[config.mk]
export PLATFORM = sky130hd
export DESIGN_NAME = load_unit
export DESIGN_NICKNAME = d
export VERILOG_FILES = /design/src/rtl/load_unit.sv
export SDC_FILE = /design/constraint.sdc
export NUM_CORES = 1
export LEC_CHECK = 0
export ABC_AREA = 1
export BUFFER_PORTS_ARGS = -buffer_cell sky130_fd_sc_hd__buf_4
export CORE_AREA = 2 2 101 103
export CTS_CLUSTER_DIAMETER = 120
export DETAILED_ROUTE_END_ITERATION = 8
export DIE_AREA = 0 0 103 105
export PLACE_DENSITY_LB_ADDON = 0.1
export SETUP_SLACK_MARGIN = 0.1
export SYNTH_ARGS = -nofsm -noshare
export SYNTH_HDL_FRONTEND = slang
export SYNTH_SLANG_ARGS = --single-unit
[constraint.sdc]
create_clock -name clk -period 4.1 [get_ports clk]
set_input_delay 0.41 -clock clk [delete_from_list [all_inputs] [get_ports clk]]
set_output_delay 0.41 -clock clk [all_outputs]
set_load 0.1 [all_outputs]
[src/rtl/load_unit.sv]
// -----------------------------------------------------------------------------
// load_unit
//
// Load-side memory access unit for the single-cycle ARM datapath. It takes a
// load request, runs a request/acknowledge read against a variable-latency
// data memory, and returns the addressed byte, halfword or word, zero- or
// sign-extended for register writeback. While the memory read is
// outstanding, Stall holds the processor.
//
// Parameters
//   TIMEOUT     Number of unacknowledged REQ cycles tolerated before a bus
//               fault (1..255).
//
// Ports
//   clk         in   rising-edge clock
//   reset       in   asynchronous, active-high reset
//   LoadStart   in   load instruction in execute (condition already applied)
//   LoadType    in   {Signed, Size[1:0]}: 00 byte, 01 half, 10/11 word
//   Addr        in   byte address of the load
//   Rd          in   destination register tag
//   Stall       out  hold PC and pipeline state
//   MemReq      out  memory read request (registered)
//   MemAddr     out  word-aligned read address
//   MemAck      in   MemRData valid this cycle
//   MemRData    in   read word, little-endian byte lanes
//   LoadDone    out  one-cycle pulse: LoadData/LoadRd valid
//   LoadData    out  extracted and extended load result
//   LoadRd      out  latched destination tag
//   AlignFault  out  one-cycle pulse: halfword load at an odd address
//   BusFault    out  one-cycle pulse: MemAck timeout
// -----------------------------------------------------------------------------
module load_unit #(
  parameter int unsigned TIMEOUT = 255
) (
  input  logic        clk,
  input  logic        reset,
  input  logic        LoadStart,
  input  logic [2:0]  LoadType,
  input  logic [31:0] Addr,
  input  logic [3:0]  Rd,
  output logic        Stall,
  output logic        MemReq,
  output logic [31:0] MemAddr,
  input  logic        MemAck,
  input  logic [31:0] MemRData,
  output logic        LoadDone,
  output logic [31:0] LoadData,
  output logic [3:0]  LoadRd,
  output logic        AlignFault,
  output logic        BusFault
);

  typedef enum logic [1:0] {
    IDLE  = 2'd0,
    REQ   = 2'd1,
    DONE  = 2'd2,
    FAULT = 2'd3
  } state_t;

  localparam logic [7:0] TIMEOUT_CNT = 8'(TIMEOUT);

  state_t      state;
  logic [31:0] addr_q;
  logic        signed_q;
  logic [1:0]  size_q;
  logic [7:0]  wait_cnt;

  // Lane extraction of the returned word.
  logic [5:0]  rot_sh;
  logic [63:0] dbl;
  logic [7:0]  byte_v;
  logic [15:0] half_v;
  logic [31:0] ext_data;

  // NOTE: every signal driven here gets a value on every path; a missing
  // assignment in a combinational block infers a latch.
  always_comb begin
    rot_sh = {1'b0, addr_q[1:0], 3'b000};
    // Doubling the word lets one part-select implement the ARMv4 rotate.
    dbl    = {MemRData, MemRData};
    byte_v = dbl[rot_sh +: 8];
    half_v = addr_q[1] ? MemRData[31:16] : MemRData[15:0];
    case (size_q)
      2'b00:   ext_data = {{24{signed_q & byte_v[7]}}, byte_v};
      2'b01:   ext_data = {{16{signed_q & half_v[15]}}, half_v};
      default: ext_data = dbl[rot_sh +: 32];
    endcase
  end

  assign MemAddr = {addr_q[31:2], 2'b00};

  // The start cycle stalls even when it heads to FAULT, so the processor
  // never advances past a load before its outcome is known.
  assign Stall = ((state == IDLE) && LoadStart) || (state == REQ);

  // NOTE: state and registered outputs use non-blocking assignments so every
  // register samples pre-edge values regardless of statement order.
  always_ff @(posedge clk or posedge reset) begin
    if (reset) begin
      state      <= IDLE;
      addr_q     <= '0;
      signed_q   <= 1'b0;
      size_q     <= 2'b00;
      wait_cnt   <= '0;
      MemReq     <= 1'b0;
      LoadDone   <= 1'b0;
      LoadData   <= '0;
      LoadRd     <= '0;
      AlignFault <= 1'b0;
      BusFault   <= 1'b0;
    end else begin
      // Pulse outputs default low; set only on the transition that earns them.
      LoadDone   <= 1'b0;
      AlignFault <= 1'b0;
      BusFault   <= 1'b0;
      case (state)
        IDLE: begin
          if (LoadStart) begin
            addr_q   <= Addr;
            signed_q <= LoadType[2];
            size_q   <= LoadType[1:0];
            LoadRd   <= Rd;
            wait_cnt <= '0;
            if ((LoadType[1:0] == 2'b01) && Addr[0]) begin
              // Misaligned halfword: fault without touching memory.
              AlignFault <= 1'b1;
              state      <= FAULT;
            end else begin
              MemReq <= 1'b1;
              state  <= REQ;
            end
          end
        end
        REQ: begin
          if (MemAck) begin
            LoadData <= ext_data;
            LoadDone <= 1'b1;
            MemReq   <= 1'b0;
            state    <= DONE;
          end else if (wait_cnt == TIMEOUT_CNT) begin
            // TIMEOUT unacknowledged cycles already elapsed; give up.
            BusFault <= 1'b1;
            MemReq   <= 1'b0;
            state    <= FAULT;
          end else begin
            wait_cnt <= wait_cnt + 8'd1;
          end
        end
        DONE:    state <= IDLE;
        FAULT:   state <= IDLE;
        default: state <= IDLE;
      endcase
    end
  end

endmodule

==> key figures, run 1 <==
Logic synthesis
  • Top cells by area, synth: dfrtp_1 41%, nand2_1 19%, nand3_1 10%
  • Synth Area in Compound Gates: 4.71%
  • Synth Flop Type: dfrtp_1
  • Netlist cell types: 35
  • Synth Area in Adders: 0.239%
  • Cells after Synth: 718
  • Register area share after synthesis: 40.7%
  • Largest family of logic cells by synthesized area: simple AND/OR/NAND/NOR gates
  • Synth Area in XOR/XNOR: 0%
  • Synth Register Bits: 85
  • Mean Syn Cell Area: 7.28 um2
  • Number of synthesized flops with an enable pin: 0
  • Area leader, netlist: dfrtp_1
  • YS warnings: 0
  • Post-Synth Simple-Gate Area: 41.5%
  • Synth top area share: 40.7%
  • Synth async-reset ratio: 100%
  • Multiplexer share of the synthesized area: 0%
  • Post-synthesis cell area: 5230 um2

Worst setup path
  • Crit path max fanout: 41
  • Worst EP required: 4400 ps
  • Reg2Reg Setup Slack: 1570 ps
  • Slowest stage delay, CP: 1020 ps
  • Crit end category: register
  • Setup crit start kind: register
  • Worst Path Arrival: 2830 ps
  • CP cell instances: nor2_2, nand2_2, inv_1, o21ai_0, nand2_1
  • Worst Path Class, Setup: reg -> reg
  • Slowest-stage cell, CP: inv_1

STA
  • Hold Vio Cnt, Final: 0
  • Max Freq: 395 MHz
  • Worst slew pin tran: 1130 ps
  • Max-slew headroom: 24.8%
  • Final setup fails: 0
  • Fin crit period: 2530 ps
  • Setup Skew: 8.68 ps
  • Hold WS: 234 ps
  • Slew Limit Fails: 0
  • Fin Setup TNS: 0 ps
  • RSZ-0062 raised after global routing: false
  • Crit share post-route: 61.7%

Floorplan
  • Die area: 10800 um2
  • Row cnt: 36
  • Die X: 103 um
  • Core area: 9640 um2
  • Vert. Die Dim: 105 um
  • Initial Util: 54.2%
  • # IOs: 148

Place
  • Post-detail-place hpwl: 8850 um
  • Input/output buffers: 145
  • Placed cells: 930
  • Gpl congestion: 0.825

Layout
  • Fin cells: 945
  • Fill cells: 898
  • Final core occ: 64.1%
  • NumNets Final: 884
  • Share of cells above drive strength 1: 28.8%
  • N_diodes: 0
  • Syn-to-layout area delta: 18.2%

Global routing
  • Vias in the first global route: 4454
  • Maximum number of pins on one net before global-route repair: 60
  • GRT overflow: 0
  • Initial antenna violation count: 0
  • First-pass GRT wire length: 21100 um
  • Tot GR Track Use: 24.3%

CTS
  • # hold bufs at CTS: 0
  • CTS tree: done
  • Max Root-Sink Buffers: 2
  • Post-CTS Setup Bufs: 0
  • Sink Count: 85
  • H-Tree Depth: 3
  • TritonCTS buffer count: 9
  • Clk root buf: clkbuf_8
  • Worst-Skew Late Latency: 360 ps
  • # resized after CTS: 0
  • Clock transition at path regs: 90 ps

Status
  • Status: complete, no violations

Worst hold path
  • Worst min path class: in -> reg

Drt
  • DRC violations left: 0
  • TritonRoute pass-1 iters: 7
  • DR iter-0 viols: 276
  • Final antenna-violating net count: 0
  • Wire length per cell: 13.4 um
  • Via count: 4754
  • WL final: 12700 um
  • Vias per cell: 5.03

Run
  • Max cap viols: 0
per-stage QoR:
stage | setup WS, ps | instance area (um2)
3_5_place_dp | 1570 | 6000
6_report | 1570 | 6180
4_1_cts | 1560 | 6180
2_1_floorplan | 1500 | 5230
3_3_place_gp | 1630 | 6000
5_1_grt | 1320 | 6180
cells in the final DEF (no fill, tap or decap), types with 2 or more instances in the layout:
master / count
nand2_2: 2
nor2_1: 52
nand2_4: 4
nor2_2: 22
clkinvlp_4: 2
nand3_1: 105
inv_1: 33
nand3_2: 4
o21bai_1: 2
o21ai_1: 6
inv_4: 2
o21ai_2: 5
clkinv_2: 2
inv_2: 3
a21oi_1: 8
dfrtp_1: 85
conb_1: 2
clkbuf_8: 9
clkbuf_1: 2
a2bb2oi_1: 7
buf_4: 147
nand2_1: 261
or2_2: 27
o21ai_0: 10
state kept, by name, indices dropped and copies added (netlist names):
signal,flops
MemReq,1
AlignFault,1
size_q,2
state,2
LoadData,32
signed_q,1
LoadRd,4
LoadDone,1
wait_cnt,8
BusFault,1
addr_q,32
Yosys cell counts (2+ instances only):
library cell  count
o21ai_2           5
dfrtp_1          85
clkbuf_1          4
inv_1            34
a21oi_1           8
inv_4             2
or2_2            27
buf_6             8
nand3_2           4
nand2_4           4
nand2_1         261
o21ai_0          10
buf_4            37
nor2_2           22
nand2_2           2
nand3_1         105
nor2_1           52
buf_2            17
o21bai_1          2
o21ai_1           6
inv_2             3
a2bb2oi_1         7
path summary, 6_finish.rpt:
| path | start | end | depth (start not counted) |
|---|---|---|---|
| min in group asynchronous | reset | LoadData[5]$_DFFE_PP0P_ | 2 |
| max in group asynchronous | reset | LoadData[28]$_DFFE_PP0P_ | 3 |
| hold / removal | MemAck | BusFault$_DFF_PP0_ | 2 |
| setup / recovery | state[1]$_DFFE_PP0P_ | MemReq$_DFFE_PP0P_ | 5 |
| setup reg to reg | state[1]$_DFFE_PP0P_ | MemReq$_DFFE_PP0P_ | 5 |
| hold reg to reg | addr_q[24]$_DFFE_PP0P_ | addr_q[24]$_DFFE_PP0P_ | 2 |
critical path: cells and delay by family (launching register included):
kind,cells,cell delay (ps)
buffers and inverters,1,1020
AO/OA/AOI/OAI,1,230
AND/OR/NAND/NOR,3,750
flip-flops,1,450
area by class of cell:
cell class                 count  area (um2)  share of cell area (%)
multi-input combinational    525        2440                    39.5
sequential                    85        2130                    34.4
timing repair buffer         147        1100                    17.9
tap                          133         166                    2.69
inverter                      40         161                    2.61
clock buffer                  11         131                    2.13
clock inverter                 4        50.0                   0.810
cell families (layout without fill, tap and decap cells):
kind of cell	after synthesis	count (layout)
AOI/OAI and AO/OA	39	39
adders and majority gates	1	1
buffers and inverters	109	202
DFF	85	85
other	1	2
and+or+nand+nor	483	483
per-layer routing:
layer	vias up	routed length [um]	GRT usage, %
met5	-	0	0
met4	0	218	7.42
met3	24	1150	5.69
met2	222	5810	37.1
met1	2102	5530	34.3
li1	2406	-	-
Power of run 1 is left out: the tool's default activity adds up to more than one toggle a clock period on the data nets, which glitch-free logic cannot reach.
==> run 2: changes to the inputs <==
Settings changed: CORE_AREA 2 2 101 103 to 2 2 103 105, DIE_AREA 0 0 103 105 to 0 0 105 107.
Clock period 4.1 ns to 2.6 ns, I/O delays scaled along.
==> key figures, run 2 (synthesis results as in run 1) <==
Worst setup path
  • Crit end category: output port
  • Reg2Reg Setup Slack: 910 ps (-660 ps)
  • Setup crit start kind: register
  • R2r endpoint: MemReq$_DFFE_PP0P_
  • Worst EP required: 2340 ps (-2060 ps)
  • Worst Path Arrival: 1580 ps (-1250 ps)
  • Buf/Inv on CP: 1 (unchanged)
  • Critical path launch point: state[1]$_DFFE_PP0P_
  • Worst setup path end: Stall
  • R2R Path Start: state[1]$_DFFE_PP0P_
  • Family with the most delay on the worst path: simple AND/OR/NAND/NOR gates
  • CP cell instances: nor2_2, nand2_2, nand2_1, buf_4
  • Critical Path Stages: 4 (-1)
  • Slowest stage delay, CP: 440 ps (-580 ps)
  • Slowest-stage cell, CP: dfrtp_1
  • Worst Path Class, Setup: reg -> out
  • R2R depth: 6 (+1)
  • Crit path max fanout: 15 (-63%)

Floorplan
  • # IOs: 148 (unchanged)
  • Die area: 11200 um2 (+3.9%)
  • Vert. Die Dim: 107 um (+1.9%)
  • Core area: 10100 um2 (+4.7%)
  • Initial Util: 51.8% (-2.4 points)
  • Row cnt: 37 (+2.8%)
  • Die X: 105 um (+1.9%)

Layout
  • N_diodes: 0 (unchanged)
  • Finished Cell Area: 6290 um2 (+1.7%)
  • Commonest non-fill, non-tap cell in the layout: nand2_1
  • Biggest regs: LoadData (32), addr_q (32), wait_cnt (8)
  • NumNets Final: 889 (+0.57%)
  • Syn-to-layout area delta: 20.2%
  • Commonest non-fill, non-tap cells in the layout: 261 x nand2_1, 150 x buf_4, 105 x nand3_1, 85 x dfrtp_1, 52 x nor2_1
  • Share of cells above drive strength 1: 29.6% (+0.77 points)

CTS
  • Post-CTS Setup Bufs: 0 (unchanged)
  • TritonCTS buffer count: 9 (unchanged)
  • Worst-Skew Late Latency: 360 ps (about the same)
  • H-Tree Depth: 3 (unchanged)
  • Clk root buf: clkbuf_8
  • # hold bufs at CTS: 0 (unchanged)
  • CTS tree: done
  • Sink Count: 85 (unchanged)
  • # resized after CTS: 0 (unchanged)
  • Max Root-Sink Buffers: 2 (unchanged)
  • Clock transition at path regs: 90 ps (about the same)

Drt
  • WL final: 12600 um (-0.93%)
  • TritonRoute pass-1 iters: 5 (-2)
  • Vias per cell: 4.93 (-2.0%)
  • DRC violations left: 0 (unchanged)
  • DR iter-0 viols: 242 (-12%)
  • Met2 WL: 5810 um (about the same)
  • Final antenna-violating net count: 0 (unchanged)
  • Metal-1 WL: 5670 um (+2.6%)
  • Met3 wire len: 926 um (-19%)
  • Highest Signal Layer: met4
  • Via count: 4704 (-1.1%)
  • Wire length per cell: 13.2 um (-1.9%)

STA
  • RSZ-0062 raised after global routing: false
  • Crit share post-route: 70.9%
  • Hold Vio Cnt, Final: 0 (unchanged)
  • Fin Setup TNS: 0 ps (unchanged)
  • Slew Limit Fails: 0 (unchanged)
  • Final setup fails: 0 (unchanged)
  • Worst slew pin tran: 734 ps (-393 ps)
  • Fin crit period: 1840 ps
  • Max Freq: 542 MHz
  • Setup Skew: 7.17 ps (-1.51 ps)
  • Max-slew headroom: 51.0% (+26 points)

Place
  • Input/output buffers: 145 (unchanged)
  • DP Area: 6060 um2 (+1.1%)
  • Gpl congestion: 0.877 (+6.3%)
  • Post-detail-place hpwl: 8930 um (+0.89%)

Global routing
  • Maximum number of pins on one net before global-route repair: 59 (-1.7%)
  • Tot GR Track Use: 23.1% (-1.3 points)
  • Vias in the first global route: 4447 (-0.16%)
  • First-pass GRT wire length: 21100 um (about the same)
  • Initial antenna violation count: 0 (unchanged)
  • GRT overflow: 0 (unchanged)

Run
  • Max cap viols: 0 (unchanged)

Worst hold path
  • Worst min path class: in -> async

Status
  • Status: complete, no violations
run 2: changes by cell type in the layout (fill, tap and decap cells not counted), sizes merged:
cell,previous run,this run
bufinv,1,2
clkinv,3,5
clkinvlp,2,1
buf,147,152
inv,38,39
clkbuf,11,9
run 2: final cells by class:
class                   instances  area [um2]
multi-input cells             525        2440
flip-flops and latches         85        2130
clock buffers                   9         124
fillers                       904        3810
repair buffers                152        1170
inverters                      40         161
clock inverters                 7        98.8
well taps                     136         170
run 2: worst min-delay path by stage:
stage	startpoint	cells past startpoint	end	slack [ps]
floorplan	MemAck	1	BusFault$_DFF_PP0_	330
global placement	reset	2	addr_q[13]$_DFFE_PP0P_	400
detailed placement	reset	2	addr_q[13]$_DFFE_PP0P_	410
CTS	reset	2	addr_q[21]$_DFFE_PP0P_	20
global route	reset	2	addr_q[13]$_DFFE_PP0P_	50
finish	reset	2	addr_q[13]$_DFFE_PP0P_	5
run 2: stage by stage:
step	hold slack, ps	utilization (%)	instances	worst slack, ps
finish	5.01	62.3	954	756
global route	46.6	62.3	954	648
CTS	16.5	62.3	954	742
detailed placement	412	60.1	938	937
global placement	403	60.1	938	981
floorplan	326	-	719	147
run 2: metal layers:
metal  up-vias  global-route usage, %
met2       167                   36.7
met5         -                      0
met1      2110                   31.2
met3        15                   5.90
met4         0                   6.57
li1       2412                      -
run 2: worst reg2reg max path: cells and delay by family, from the launching register on:
kind,cells,cell delay [ps]
AO/OA/AOI/OAI,1,100
buffers and inverters,2,640
flip-flops,1,440
AND/OR/NAND/NOR,3,460
Power of run 2 is left out for the same reason.
